===== config.mk =====
export PLATFORM = sky130hd
export DESIGN_NAME = rob_queue
export DESIGN_NICKNAME = d
export VERILOG_FILES = /design/src/rtl/rob_queue.sv
export SDC_FILE = /design/constraint.sdc
export NUM_CORES = 1
export LEC_CHECK = 0
export ABC_AREA = 1
export BUFFER_PORTS_ARGS = -buffer_cell sky130_fd_sc_hd__buf_2
export CAP_MARGIN = 30
export CORE_ASPECT_RATIO = 1.25
export CORE_UTILIZATION = 40
export DETAILED_ROUTE_END_ITERATION = 10
export PLACE_DENSITY_LB_ADDON = 0.2
export SETUP_SLACK_MARGIN = 0.02
export SYNTH_ARGS = -nofsm -noshare
export SYNTH_HDL_FRONTEND = slang
export SYNTH_SLANG_ARGS = --single-unit

===== constraint.sdc =====
create_clock -name clk -period 6.2 [get_ports clk]
set_input_delay 1.24 -clock clk [delete_from_list [all_inputs] [get_ports clk]]
set_output_delay 1.24 -clock clk [all_outputs]
set_load 0.1 [all_outputs]

===== src/rtl/rob_queue.sv =====
// ---------------------------------------------------------------------------
// rob_queue -- circular reorder buffer with dual-slot allocate, dual writeback
// and in-order dual commit.
//
// Entries are allocated at the tail and retired from the head, in order.
// An entry can retire once it has been written back. The head entry and the
// entry after it can retire in the same cycle.
//
// Parameters
//   WIDTH  payload width in bits
//   ADDR   index width; DEPTH = 1 << ADDR is derived and cannot be overridden
//
// Ports
//   clk                  single clock, rising edge
//   reset                synchronous, active-low; takes priority over all else
//   flush                synchronous discard of every entry
//   alloc_req_0/1        dispatch slot requests (slot 1 needs slot 0 accepted)
//   alloc_ready_0/1      slot may allocate this cycle (registered count only)
//   alloc_idx_0/1        index granted to slot 0 / slot 1 (tail, tail+1)
//   wb_en_0/1            writeback strobes
//   wb_idx_0/1           writeback entry index
//   wb_data_0/1          writeback payload (port 1 wins on an index clash)
//   commit_ready         consumer accepts commits this cycle
//   commit_valid_0/1     head / head+1 ready to retire
//   commit_data_0/1      payload of head / head+1
//   count                occupied entries (ADDR+1 bits)
//   empty, full          occupancy flags
//
// Optional feature, enabled by defining ROB_QUEUE_RD_PORTS_EN:
//   rd_en_0/1, rd_idx_0/1  operand read requests
//   rd_data_0/1            registered payload, held while rd_en is low
//   rd_done_0/1            registered done bit of the read entry
//   A writeback to the read index in the same cycle is forwarded.
// ---------------------------------------------------------------------------
module rob_queue #(
    parameter int WIDTH = 8,
    parameter int ADDR  = 4
) (
    input  logic             clk,
    input  logic             reset,
    input  logic             flush,
    input  logic             alloc_req_0,
    input  logic             alloc_req_1,
    output logic             alloc_ready_0,
    output logic             alloc_ready_1,
    output logic [ADDR-1:0]  alloc_idx_0,
    output logic [ADDR-1:0]  alloc_idx_1,
    input  logic             wb_en_0,
    input  logic             wb_en_1,
    input  logic [ADDR-1:0]  wb_idx_0,
    input  logic [ADDR-1:0]  wb_idx_1,
    input  logic [WIDTH-1:0] wb_data_0,
    input  logic [WIDTH-1:0] wb_data_1,
    input  logic             commit_ready,
    output logic             commit_valid_0,
    output logic             commit_valid_1,
    output logic [WIDTH-1:0] commit_data_0,
    output logic [WIDTH-1:0] commit_data_1,
`ifdef ROB_QUEUE_RD_PORTS_EN
    input  logic             rd_en_0,
    input  logic             rd_en_1,
    input  logic [ADDR-1:0]  rd_idx_0,
    input  logic [ADDR-1:0]  rd_idx_1,
    output logic [WIDTH-1:0] rd_data_0,
    output logic [WIDTH-1:0] rd_data_1,
    output logic             rd_done_0,
    output logic             rd_done_1,
`endif
    output logic [ADDR:0]    count,
    output logic             empty,
    output logic             full
);

    localparam int DEPTH = 1 << ADDR;
    localparam logic [ADDR:0] CNT_FULL  = (ADDR+1)'(DEPTH);
    localparam logic [ADDR:0] CNT_ROOM1 = (ADDR+1)'(DEPTH - 1);
    localparam logic [ADDR:0] CNT_ROOM2 = (ADDR+1)'(DEPTH - 2);

    logic [DEPTH-1:0] valid_q;
    logic [DEPTH-1:0] done_q;
    logic [WIDTH-1:0] data_q [DEPTH];
    logic [ADDR-1:0]  head_q;
    logic [ADDR-1:0]  tail_q;
    logic [ADDR:0]    count_q;

    logic [ADDR-1:0]  head_nx1;
    logic [ADDR-1:0]  tail_nx1;
    logic             acc_0;
    logic             acc_1;
    logic             ret_0;
    logic             ret_1;
    logic             wb_ok_0;
    logic             wb_ok_1;
    logic [ADDR:0]    n_alloc;
    logic [ADDR:0]    n_ret;

    // ------------------------------------------------------------------
    // Combinational view of the registered state
    // ------------------------------------------------------------------
    assign head_nx1 = head_q + ADDR'(1);
    assign tail_nx1 = tail_q + ADDR'(1);

    assign alloc_idx_0   = tail_q;
    assign alloc_idx_1   = tail_nx1;
    assign alloc_ready_0 = (count_q <= CNT_ROOM1);
    assign alloc_ready_1 = (count_q <= CNT_ROOM2);

    // Slot 1 only rides along with an accepted slot 0, so allocations stay
    // contiguous at the tail.
    assign acc_0 = alloc_req_0 & alloc_ready_0;
    assign acc_1 = acc_0 & alloc_req_1 & alloc_ready_1;

    // Writebacks to entries that are not allocated are dropped.
    assign wb_ok_0 = wb_en_0 & valid_q[wb_idx_0];
    assign wb_ok_1 = wb_en_1 & valid_q[wb_idx_1];

    assign commit_valid_0 = valid_q[head_q] & done_q[head_q];
    assign commit_valid_1 = commit_valid_0 & valid_q[head_nx1] & done_q[head_nx1];
    assign commit_data_0  = data_q[head_q];
    assign commit_data_1  = data_q[head_nx1];

    assign ret_0 = commit_ready & commit_valid_0;
    assign ret_1 = commit_ready & commit_valid_1;

    assign n_alloc = (ADDR+1)'(acc_0) + (ADDR+1)'(acc_1);
    assign n_ret   = (ADDR+1)'(ret_0) + (ADDR+1)'(ret_1);

    assign count = count_q;
    assign empty = (count_q == '0);
    assign full  = (count_q == CNT_FULL);

    // ------------------------------------------------------------------
    // Control state: valid/done bits, pointers, occupancy
    // ------------------------------------------------------------------
    always_ff @(posedge clk) begin
        if (!reset || flush) begin
            valid_q <= '0;
            done_q  <= '0;
            head_q  <= '0;
            tail_q  <= '0;
            count_q <= '0;
        end else begin
            // NOTE: several non-blocking writes may hit the same bit below;
            // the last one in program order takes effect, which is how port 1
            // beats port 0 on a writeback index clash.
            if (wb_ok_0) done_q[wb_idx_0] <= 1'b1;
            if (wb_ok_1) done_q[wb_idx_1] <= 1'b1;

            // Allocated entries are always free, so these never collide with
            // the writebacks above or the retires below.
            if (acc_0) begin
                valid_q[tail_q] <= 1'b1;
                done_q[tail_q]  <= 1'b0;
            end
            if (acc_1) begin
                valid_q[tail_nx1] <= 1'b1;
                done_q[tail_nx1]  <= 1'b0;
            end

            if (ret_0) valid_q[head_q]   <= 1'b0;
            if (ret_1) valid_q[head_nx1] <= 1'b0;

            head_q  <= head_q + n_ret[ADDR-1:0];
            tail_q  <= tail_q + n_alloc[ADDR-1:0];
            count_q <= count_q + n_alloc - n_ret;
        end
    end

    // ------------------------------------------------------------------
    // Payload storage
    // ------------------------------------------------------------------
    // NOTE: the payload array is deliberately left out of reset; an entry's
    // data is only observed once its done bit is set by a writeback.
    always_ff @(posedge clk) begin
        if (reset && !flush) begin
            if (wb_ok_0) data_q[wb_idx_0] <= wb_data_0;
            if (wb_ok_1) data_q[wb_idx_1] <= wb_data_1;
        end
    end

`ifdef ROB_QUEUE_RD_PORTS_EN
    // ------------------------------------------------------------------
    // Operand read ports with same-cycle writeback forwarding
    // ------------------------------------------------------------------
    logic [WIDTH-1:0] rd_fwd_data_0;
    logic [WIDTH-1:0] rd_fwd_data_1;
    logic             rd_fwd_done_0;
    logic             rd_fwd_done_1;

    always_comb begin
        rd_fwd_data_0 = data_q[rd_idx_0];
        rd_fwd_done_0 = done_q[rd_idx_0];
        rd_fwd_data_1 = data_q[rd_idx_1];
        rd_fwd_done_1 = done_q[rd_idx_1];
        // Port 1 is checked last so it wins, matching the array write order.
        if (wb_ok_0 && wb_idx_0 == rd_idx_0) begin
            rd_fwd_data_0 = wb_data_0;
            rd_fwd_done_0 = 1'b1;
        end
        if (wb_ok_1 && wb_idx_1 == rd_idx_0) begin
            rd_fwd_data_0 = wb_data_1;
            rd_fwd_done_0 = 1'b1;
        end
        if (wb_ok_0 && wb_idx_0 == rd_idx_1) begin
            rd_fwd_data_1 = wb_data_0;
            rd_fwd_done_1 = 1'b1;
        end
        if (wb_ok_1 && wb_idx_1 == rd_idx_1) begin
            rd_fwd_data_1 = wb_data_1;
            rd_fwd_done_1 = 1'b1;
        end
    end

    always_ff @(posedge clk) begin
        if (!reset) begin
            rd_data_0 <= '0;
            rd_done_0 <= 1'b0;
            rd_data_1 <= '0;
            rd_done_1 <= 1'b0;
        end else begin
            if (rd_en_0) begin
                rd_data_0 <= rd_fwd_data_0;
                rd_done_0 <= rd_fwd_done_0;
            end
            if (rd_en_1) begin
                rd_data_1 <= rd_fwd_data_1;
                rd_done_1 <= rd_fwd_done_1;
            end
        end
    end
`endif

endmodule


==> results of run 1 <==
## power by group through the flow
stage | clock network (mW) | registers (mW) | logic (mW)
global placement | 0 | 1.28 | 0.380
floorplan | 0 | 1.32 | 0.247
global route | 1.23 | 1.26 | 0.416
CTS | 1.19 | 1.26 | 0.385
finish | 1.19 | 1.26 | 0.388
detailed placement | 0 | 1.28 | 0.385
## path summary, 6_finish.rpt
check            startpoint        endpoint  slack (ns)  depth (start not counted)
min          alloc_idx_0[3]  alloc_idx_0[3]        0.59                          1
max reg2reg       head_q[0]        count[4]        1.51                         21
max               head_q[0]  commit_valid_1        1.20                         10
min reg2reg  alloc_idx_0[3]  alloc_idx_0[3]        0.59                          1
## state kept, by name, summed over array words and instances, names as in the netlist
name and count:
data_q 128, head_q 4, done_q 16, valid_q 16, count 5, alloc_idx_0 4
## cells by family after synthesis
kind of cell | count (synthesis) | synth area share [%]
simple gates | 1091 | 35.8
buf+inv | 287 | 9.35
flops | 173 | 37.8
compound gates | 334 | 13.8
fa+ha+maj | 26 | 2.83
xor+xnor | 5 | 0.349
## metal layers
metal / wire length, um / up-vias
met5: 12 / -
met4: 2890 / 2
met3: 3120 / 141
met2: 23300 / 589
met1: 17900 / 5846
li1: - / 6199
## placed cells by master (no fill, tap or decap), types with 19 or more instances in the layout
cell type	Yosys	final
nand2_1	598	598
nor2_1	251	251
o21ai_0	207	207
nand3_1	205	205
inv_1	151	151
edfxtp_1	128	128
a21oi_1	102	102
buf_2	30	66
dfxtp_1	45	43
ha_1	22	21
buf_4	5	19
## layout make-up
type	count	area (um^2)
multi-input combinational	1456	6630
clock inverter	15	205
tap	407	509
clock buffer	17	425
timing repair buffer	85	473
inverter	163	614
sequential	173	4750
fill	3244	17300
## stage by stage
stage / hold slack [ns] / cells / utilization [%] / total power, mW
after global placement: 0.561 / 2280 / 41.9 / 1.66
after global routing: 0.629 / 2316 / 44.0 / 2.91
after detailed placement: 0.565 / 2284 / 42.0 / 1.67
final: 0.586 / 2316 / 44.0 / 2.83
after CTS: 0.581 / 2316 / 44.0 / 2.83
after floorplan: 0.519 / 1916 / - / 1.57
## worst max-delay path: cells and delay by family (launching register included)
kind	cells	cell delay, ns
adders and majority gates	1	0.33
DFF	1	0.35
buffers and inverters	3	1.66
AOI/OAI and AO/OA	1	0.10
and+or+nand+nor	5	0.81
==> reports/qor.txt, run 1 <==
DP Area: 13000 um^2
Reg power frac: 44.4%
Post-synth top cells: 598 x nand2_1, 251 x nor2_1, 207 x o21ai_0
CP Data Required Time: 4.96 ns
Routing usage on met1: 33.5%
Via count: 12800
Worst setup margin: 1.20 ns
Post-Syn Area: 12500 um^2
GRT met2 Usage: 52.8%
Worst VDD drop: 0.252 mV
Clock sinks: 173
Crit share post-route: 80.6%
CTS root buf: clkbuf_16
Data arrival, critical path: 3.76 ns
Switching Fraction: 29.2%
Wire length per cell: 20.4 um
Int Pwr: 2.01 mW
DRT Pass-1 Iters: 6
Pleak: 5.86 nW
Die extent in x: 160 um
Yosys cell types: 34
Startpoint Class: flip-flop
P&R area growth vs syn: 8.52%
GP Congestion: 1.04
DR DRC count: 0
Tmin final: 5.00 ns
Clock Power Share: 41.9%
IO Port Bufs: 66
Maximum fanout along the worst path: 86
Actual slew at the worst max-slew pin: 1.05 ns
Critical-path top delay cell: buf_4
Hold Crit Class: reg -> reg
Design area: 13600 um^2
Max-Cap Viols: 0
Power per cell area: 208 nW/um^2
Main synth FF type: edfxtp_1
Gate power share: 13.7%
DIE AREA: 32100 um^2
Cts repair resizes: 0
Top Usage Layer GRT: met2
Post-synth top area cell: edfxtp_1
Post-Syn Nets: 1974
Vias in the first global route: 12100
# IOs: 67
Post-synthesis sequential area ratio: 37.8%
Top-count cell post-synth: nand2_1
CTS Buf Count: 17
Synthesized area per cell: 6.55 um^2
CP Capture Type: primary output
Setup WS pre-CTS: 1.61 ns
DR iter-0 viols: 1319
Share of post-route cells with drive strength above 1: 7.91%
Row Count: 72
GRT Overall Usage: 29.7%
Nets@finish: 1954
CP max stage delay: 0.60 ns
DP Wirelength: 33.8 mm
Slew margin rel.: 29.9%
Clock tree buffer depth: 2
Psw: 0.826 mW
Final Skew: 0.0104 ns
Largest net degree at the start of global routing: 92
H-tree level count: 4
Clk pin slew, worst setup/hold paths: 0.07 ns
Post-CTS Setup Repair Bufs: 0
CTS tree: built
Worst path most repeated cell: nand2_1
Max Slew Vio Count: 0
Post-synth EDFFs: 128
First-pass GRT wire length: 70.8 mm
Vias/cell: 5.52
Top cells by area, synth: edfxtp_1 31%, nand2_1 18%, o21ai_0 8.3%, nand3_1 8.2%, nor2_1 7.5%
Hold-fix buffers, CTS: 0
Die height: 200 um
Yosys top cell area share: 30.6%
CP Cell Sequence: inv_4 -> ha_2 -> buf_4 -> nand3_1 -> nand2_1 -> nand2_1 -> nand2_1 -> o21ai_1 -> nor4_2 -> buf_2
Post-route setup TNS: 0 ns
Unrepaired setup endpoints after global routing: no
# diodes: 0
Clk Latency, worst-skew pair: 0.45 ns
Number of synthesized register bits: 173
Wirelength, routed: 47.1 mm
Ys async rst share: 0%
Met3 usage: 4.11%
Max Freq: 200 MHz
GRT Residual Overflow: 0
Setup-failing EPs final: 0
Cells after synthesis: 1916
Outcome: complete, no violations
Core outline area: 30900 um^2
Initial antenna violation count: 1
Ys Warns: 0
Critical path class: reg -> out
Final Hold Violating Endpoints: 0
Antenna-violating nets left: 0
Starting Density: 40.6%
Note: power is estimated with default switching activity, not from simulation.
==> inputs of run 2 (changes only) <==
Settings changed: ABC_AREA 1 to 0.
Clock period 6.2 ns to 4.9 ns, I/O delays scaled along.
==> reports/qor.txt, run 2 <==
Post-Syn Area: 11200 um^2
DIE AREA: 28600 um^2
Clock Power Share: 40.1%
Max reg flops: 128
GRT Overall Usage: 25.3%
Outcome: complete, no violations
Vias/cell: 6.29
Setup crit start: head_q[1]
Worst path most repeated cell: mux4_2
Cells after synthesis: 860
P&R area growth vs syn: 11.8%
Clock sinks: 173
Clock tree buffer depth: 2
Core outline area: 27600 um^2
FF-to-FF Start: head_q[1]
Top cells by area, synth: edfxtp_1 34%, mux4_2 18%, mux2_2 13%, dfxtp_1 8.1%, ha_1 2.5%
Post-Syn Nets: 918
Crit share post-route: 89.2%
Maximum fanout along the worst path: 33
Post-synth EDFFs: 128
DRT Pass-1 Iters: 6
CTS root buf: clkbuf_16
Delay-heaviest family, CP: buffers and inverters
Slew margin rel.: 38.0%
Setup-failing EPs final: 0
Max Freq: 229 MHz
Max Slew Vio Count: 0
Die height: 189 um
CP Capture Type: primary output
Gate power share: 13.8%
Cts repair resizes: 0
Actual slew at the worst max-slew pin: 0.930 ns
Unrepaired setup endpoints after global routing: no
Yosys cell types: 72
Vias in the first global route: 8080
Antenna-violating nets left: 0
Post-CTS Setup Repair Bufs: 0
Clk Latency, worst-skew pair: 0.44 ns
CTS tree: built
DR iter-0 viols: 692
Data arrival, critical path: 3.39 ns
Switching Fraction: 27.6%
Largest net degree at the start of global routing: 65
Commonest non-fill, non-tap cell in the layout: edfxtp_1
Most frequent cells in the layout: 128 x edfxtp_1, 126 x mux2_2, 89 x mux4_2
# IOs: 67
Power per cell area: 278 nW/um^2
GP Congestion: 0.882
Via count: 7979
Hold-fix buffers, CTS: 0
DR DRC count: 0
Post-synth top area cell: edfxtp_1
Wirelength, routed: 34.9 mm
Int Pwr: 2.52 mW
Starting Density: 40.6%
Ys async rst share: 0%
Number of synthesized register bits: 173
Row Count: 68
Top Registers: data_q x128, done_q x16, valid_q x16
Reg power frac: 46.1%
Final Hold Violating Endpoints: 0
Ys Warns: 0
Wire length per cell: 27.5 um
Final Skew: 0.0119 ns
Initial antenna violation count: 2
Post-route setup TNS: 0 ns
Largest reg by FF count: data_q
Clk pin slew, worst setup/hold paths: 0.07 ns
Post-synth top cells: 128 x edfxtp_1, 126 x mux2_2, 89 x mux4_2
Worst VDD drop: 0.259 mV
Critical path class: reg -> out
First-pass GRT wire length: 51.3 mm
H-tree level count: 4
Critical-path top delay cell: ha_2
CP Cell Sequence: inv_1 -> ha_2 -> buf_4 -> mux4_2 -> mux4_2 -> buf_2
CP Data Required Time: 3.92 ns
Hold Crit Class: reg -> reg
GRT Residual Overflow: 0
Die extent in x: 152 um
Share of post-route cells with drive strength above 1: 39.9%
Tmin final: 4.37 ns
DP Wirelength: 24.6 mm
CP Buf/Inv Count: 3
Startpoint Class: flip-flop
CP max stage delay: 0.61 ns
Max-Cap Viols: 0
Top-count cell post-synth: edfxtp_1
IO Port Bufs: 66
Hold Startpoint: done_q[1]
Nets@finish: 962
Post-synthesis sequential area ratio: 42.4%
Psw: 0.961 mW
Final Core Density: 45.4%
Pleak: 4.12 nW
CTS Buf Count: 17
Yosys top cell area share: 34.4%
Synthesized area per cell: 13.0 um^2
Main synth FF type: edfxtp_1
## run 2: changes by cell type after synthesis, moves of 79 or more
cell / previous run / this run
nand2_1: 598 / 45
mux4_2: 0 / 89
inv_1: 151 / 37
mux2_2: 0 / 126
o21ai_0: 207 / 24
a21oi_1: 102 / 23
nor2_1: 251 / 31
nand3_1: 205 / 23
## run 2: logic make-up after synthesis
| kind of cell | Yosys count | synth area share (%) |
|---|---|---|
| buffers and inverters | 103 | 3.76 |
| flip-flops | 173 | 42.4 |
| AND/OR/NAND/NOR | 175 | 8.32 |
| adder cells (fa/ha/maj) | 26 | 3.18 |
| multiplexers | 224 | 31.4 |
| XOR/XNOR | 11 | 0.928 |
| AO/OA/AOI/OAI | 148 | 9.98 |
## run 2: area by class of cell
cell class | instances | area [um^2]
Tap cell | 350 | 438
Clock inverter | 14 | 166
Fill cell | 2545 | 15100
Sequential cell | 173 | 4750
Multi-Input combinational cell | 584 | 6050
Timing Repair Buffer | 90 | 531
Inverter | 38 | 145
Clock buffer | 18 | 429
Antenna cell | 2 | 5.00
## run 2: worst paths after layout
kind / endpoint / slack [ns] / cells after the start
setup / recovery: commit_data_1[4] / 0.53 / 6
hold / removal: done_q[1] / 0.45 / 2
setup reg to reg: count[4] / 0.88 / 16
hold reg to reg: done_q[1] / 0.45 / 2
## run 2: power by group through the flow
stage	Sequential, mW	Combinational [mW]	Clock (mW)
after detailed placement	1.64	0.479	0
final	1.61	0.481	1.40
after global placement	1.64	0.478	0
after floorplan	1.69	0.318	0
after global routing	1.61	0.514	1.47
after CTS	1.61	0.482	1.42
## run 2: stage by stage
stage / power (mW) / area, um^2 / hold WS, ns / setup slack, ns / instances
5_1_grt: 3.59 / 12500 / 0.469 / 0.411 / 1269
3_5_place_dp: 2.12 / 11900 / 0.443 / 0.915 / 1234
4_1_cts: 3.50 / 12500 / 0.453 / 0.545 / 1266
6_report: 3.48 / 12500 / 0.451 / 0.532 / 1269
3_3_place_gp: 2.12 / 11900 / 0.437 / 0.984 / 1233
2_1_floorplan: 2.01 / 11200 / 0.425 / 0.597 / 860
## run 2: worst register-to-register path: stages, from the launching register on
cell and delay [ns]:
dfxtp_2 0.33, inv_1 0.25, ha_2 0.47, nand3_1 0.15
o21ai_0 0.10, mux4_2 0.53, nand2_1 0.16, a211oi_1 0.09
ha_1 0.24, fa_1 0.51, inv_1 0.07, fa_1 0.47
a21oi_1 0.15, nor2_1 0.05, nor2_1 0.11, xor2_1 0.15
nor2_1 0.05
## run 2: layer usage
| layer | part of all wire, % | GRT usage, % |
|---|---|---|
| met2 | 51 | 43.4 |
| met4 | 5.1 | 13.4 |
| met3 | 4.6 | 3.54 |
| met5 | 0 | 0 |
| met1 | 39 | 30.4 |
==> inputs of run 3 (changes only) <==
Settings changed: CTS_BUF_LIST set to sky130_fd_sc_hd__clkbuf_2 sky130_fd_sc_hd__clkbuf_4 sky130_fd_sc_hd__clkbuf_8.
Clock period 4.9 ns to 3.9 ns, I/O delays scaled along.
==> reports/qor.txt, run 3 (synthesis gave the netlist of run 2 again) <==
Footprint of the multi-input gates: 6070 um^2
Max Freq: 267 MHz
CTS root buf: clkbuf_8
Share of post-route cells with drive strength above 1: 42.0%
Final Hold Violating Endpoints: 0
Hold Crit Class: reg -> reg
Slew margin rel.: 43.2%
Startpoint Class: flip-flop
Clock sinks: 173
R2R Setup Slk: 0.25 ns
Die height: 189 um
IO Port Bufs: 66
Delay-heaviest family, CP: buffers and inverters
Maximum fanout along the worst path: 35
Actual slew at the worst max-slew pin: 0.852 ns
Max Slew Vio Count: 0
DRT Pass-1 Iters: 9
CP Capture Type: primary output
DR DRC count: 0
Worst VDD drop: 0.446 mV
Most frequent cells in the layout: 128 x edfxtp_1, 126 x mux2_2, 89 x mux4_2
CP Cell Sequence: clkbuf_8 -> nand3_1 -> xnor2_2 -> buf_4 -> mux4_2 -> buf_2
Hold Startpoint: done_q[1]
Setup-failing EPs final: 0
GP Congestion: 0.939
DR iter-0 viols: 688
Final Skew: 0.0197 ns
Worst Hold Path Cells: 2
Row Count: 68
FF-to-FF path depth: 15
DP Wirelength: 25.0 mm
Final Core Density: 45.9%
Die extent in x: 152 um
GRT Residual Overflow: 0
DIE AREA: 28600 um^2
Commonest non-fill, non-tap cell in the layout: edfxtp_1
Tmin final: 3.75 ns
WHS Endpoint: done_q[1]
CP Buf/Inv Count: 3
Max-Cap Viols: 0
Nets@finish: 987
CTS Buf Count: 17
Outcome: complete, no violations
Initial antenna violation count: 2
Sequential cell area: 4750 um^2
Data arrival, critical path: 2.97 ns
Vias/cell: 6.14
CP max stage delay: 0.59 ns
Post-route setup TNS: 0 ns
Filler Cells Inserted: 2569
Critical path class: reg -> out
FF-to-FF Start: valid_q[0]
# IOs: 67
Clk Latency, worst-skew pair: 0.48 ns
Largest reg by FF count: data_q
First-pass GRT wire length: 51.8 mm
P&R area growth vs syn: 13.1%
Wirelength, routed: 35.5 mm
Pleak: 4.24 nW
R2R Path End: count[4]
DP Cell Count: 1260
Clk pin slew, worst setup/hold paths: 0.10 ns
Unrepaired setup endpoints after global routing: yes
GRT Overall Usage: 25.5%
Top Registers: data_q x128, done_q x16, valid_q x16
Non-Filler Instances: 1293
Critical-path top delay cell: mux4_2
Largest net degree at the start of global routing: 39
Max reg flops: 128
CTS tree: built
H-tree level count: 4
Starting Density: 40.6%
Antenna-violating nets left: 0
Clock tree buffer depth: 2
Crit share post-route: 96.1%
CP Data Required Time: 3.12 ns
Setup crit start: head_q[1]
Via count: 7934
Core outline area: 27600 um^2
Wire length per cell: 27.4 um
Vias in the first global route: 8136
Power per cell area: 334 nW/um^2
## run 3: cell types whose count changed in the layout (fill, tap and decap cells not counted), moves of 3 or more
cell	previous run	this run
buf_4	23	45
inv_6	3	0
clkinvlp_4	3	0
bufinv_16	3	7
clkbuf_16	17	0
clkbuf_8	0	19
## run 3: stage by stage
| step | total power, mW | area [um^2] | hold slack, ns | worst slack (ns) |
|---|---|---|---|---|
| after detailed placement | 2.67 | 12100 | 0.455 | 0.128 |
| after global routing | 4.36 | 12600 | 0.500 | 0.0145 |
| after CTS | 4.24 | 12600 | 0.469 | 0.0327 |
| after floorplan | 2.53 | 11200 | 0.425 | -0.0153 |
| after global placement | 2.66 | 12100 | 0.440 | 0.139 |
| final | 4.22 | 12600 | 0.460 | 0.153 |
## run 3: timing repair
item | 4_1_cts | 5_1_grt
setup endpoints to repair | 13 | 10
hold buffers | 0 | 0
gates resized for setup | 6 | 4
setup buffers | 0 | 0
## run 3: metal layers
layer | GRT usage (%) | up-vias | wire [um] | share of wire [%]
met1 | 28.8 | 4000 | 13400 | 38
met4 | 12.5 | 0 | 1610 | 4.5
met3 | 4.39 | 82 | 1740 | 4.9
met5 | 0 | - | 0 | 0
met2 | 45.8 | 315 | 18700 | 53
li1 | - | 3537 | - | -
## run 3: how the worst max path moves through the flow
stage,endpoint,slack [ns],depth (start not counted)
6_report,commit_data_1[7],0.15,6
5_1_grt,commit_data_1[7],0.01,6
4_1_cts,commit_data_1[7],0.03,6
3_5_place_dp,count[4],0.13,15
3_3_place_gp,count[4],0.14,15
2_1_floorplan,count[4],-0.02,18
## run 3: area by class of cell
cell class	count	area share, %
diodes	1	0.0198
clock buffers	19	2.02
clock inverters	13	1.93
inverters	38	1.15
multi-input cells	584	48.0
flip-flops and latches	173	37.6
well taps	350	3.46
repair buffers	115	5.88
## run 3: report_power, final
group          internal (mW)  total, mW  switching, mW  leakage [nW]
clock network          0.912       1.60          0.685         0.259
registers               1.99       2.01         0.0253          1.52
logic                  0.175      0.613          0.438          2.46
total                   3.07       4.22           1.15          4.24
## run 3: worst min-delay path, cell delays in order, from the launching register on
cell     delay [ns]
dfxtp_1        0.32
inv_1          0.05
a21oi_1        0.05
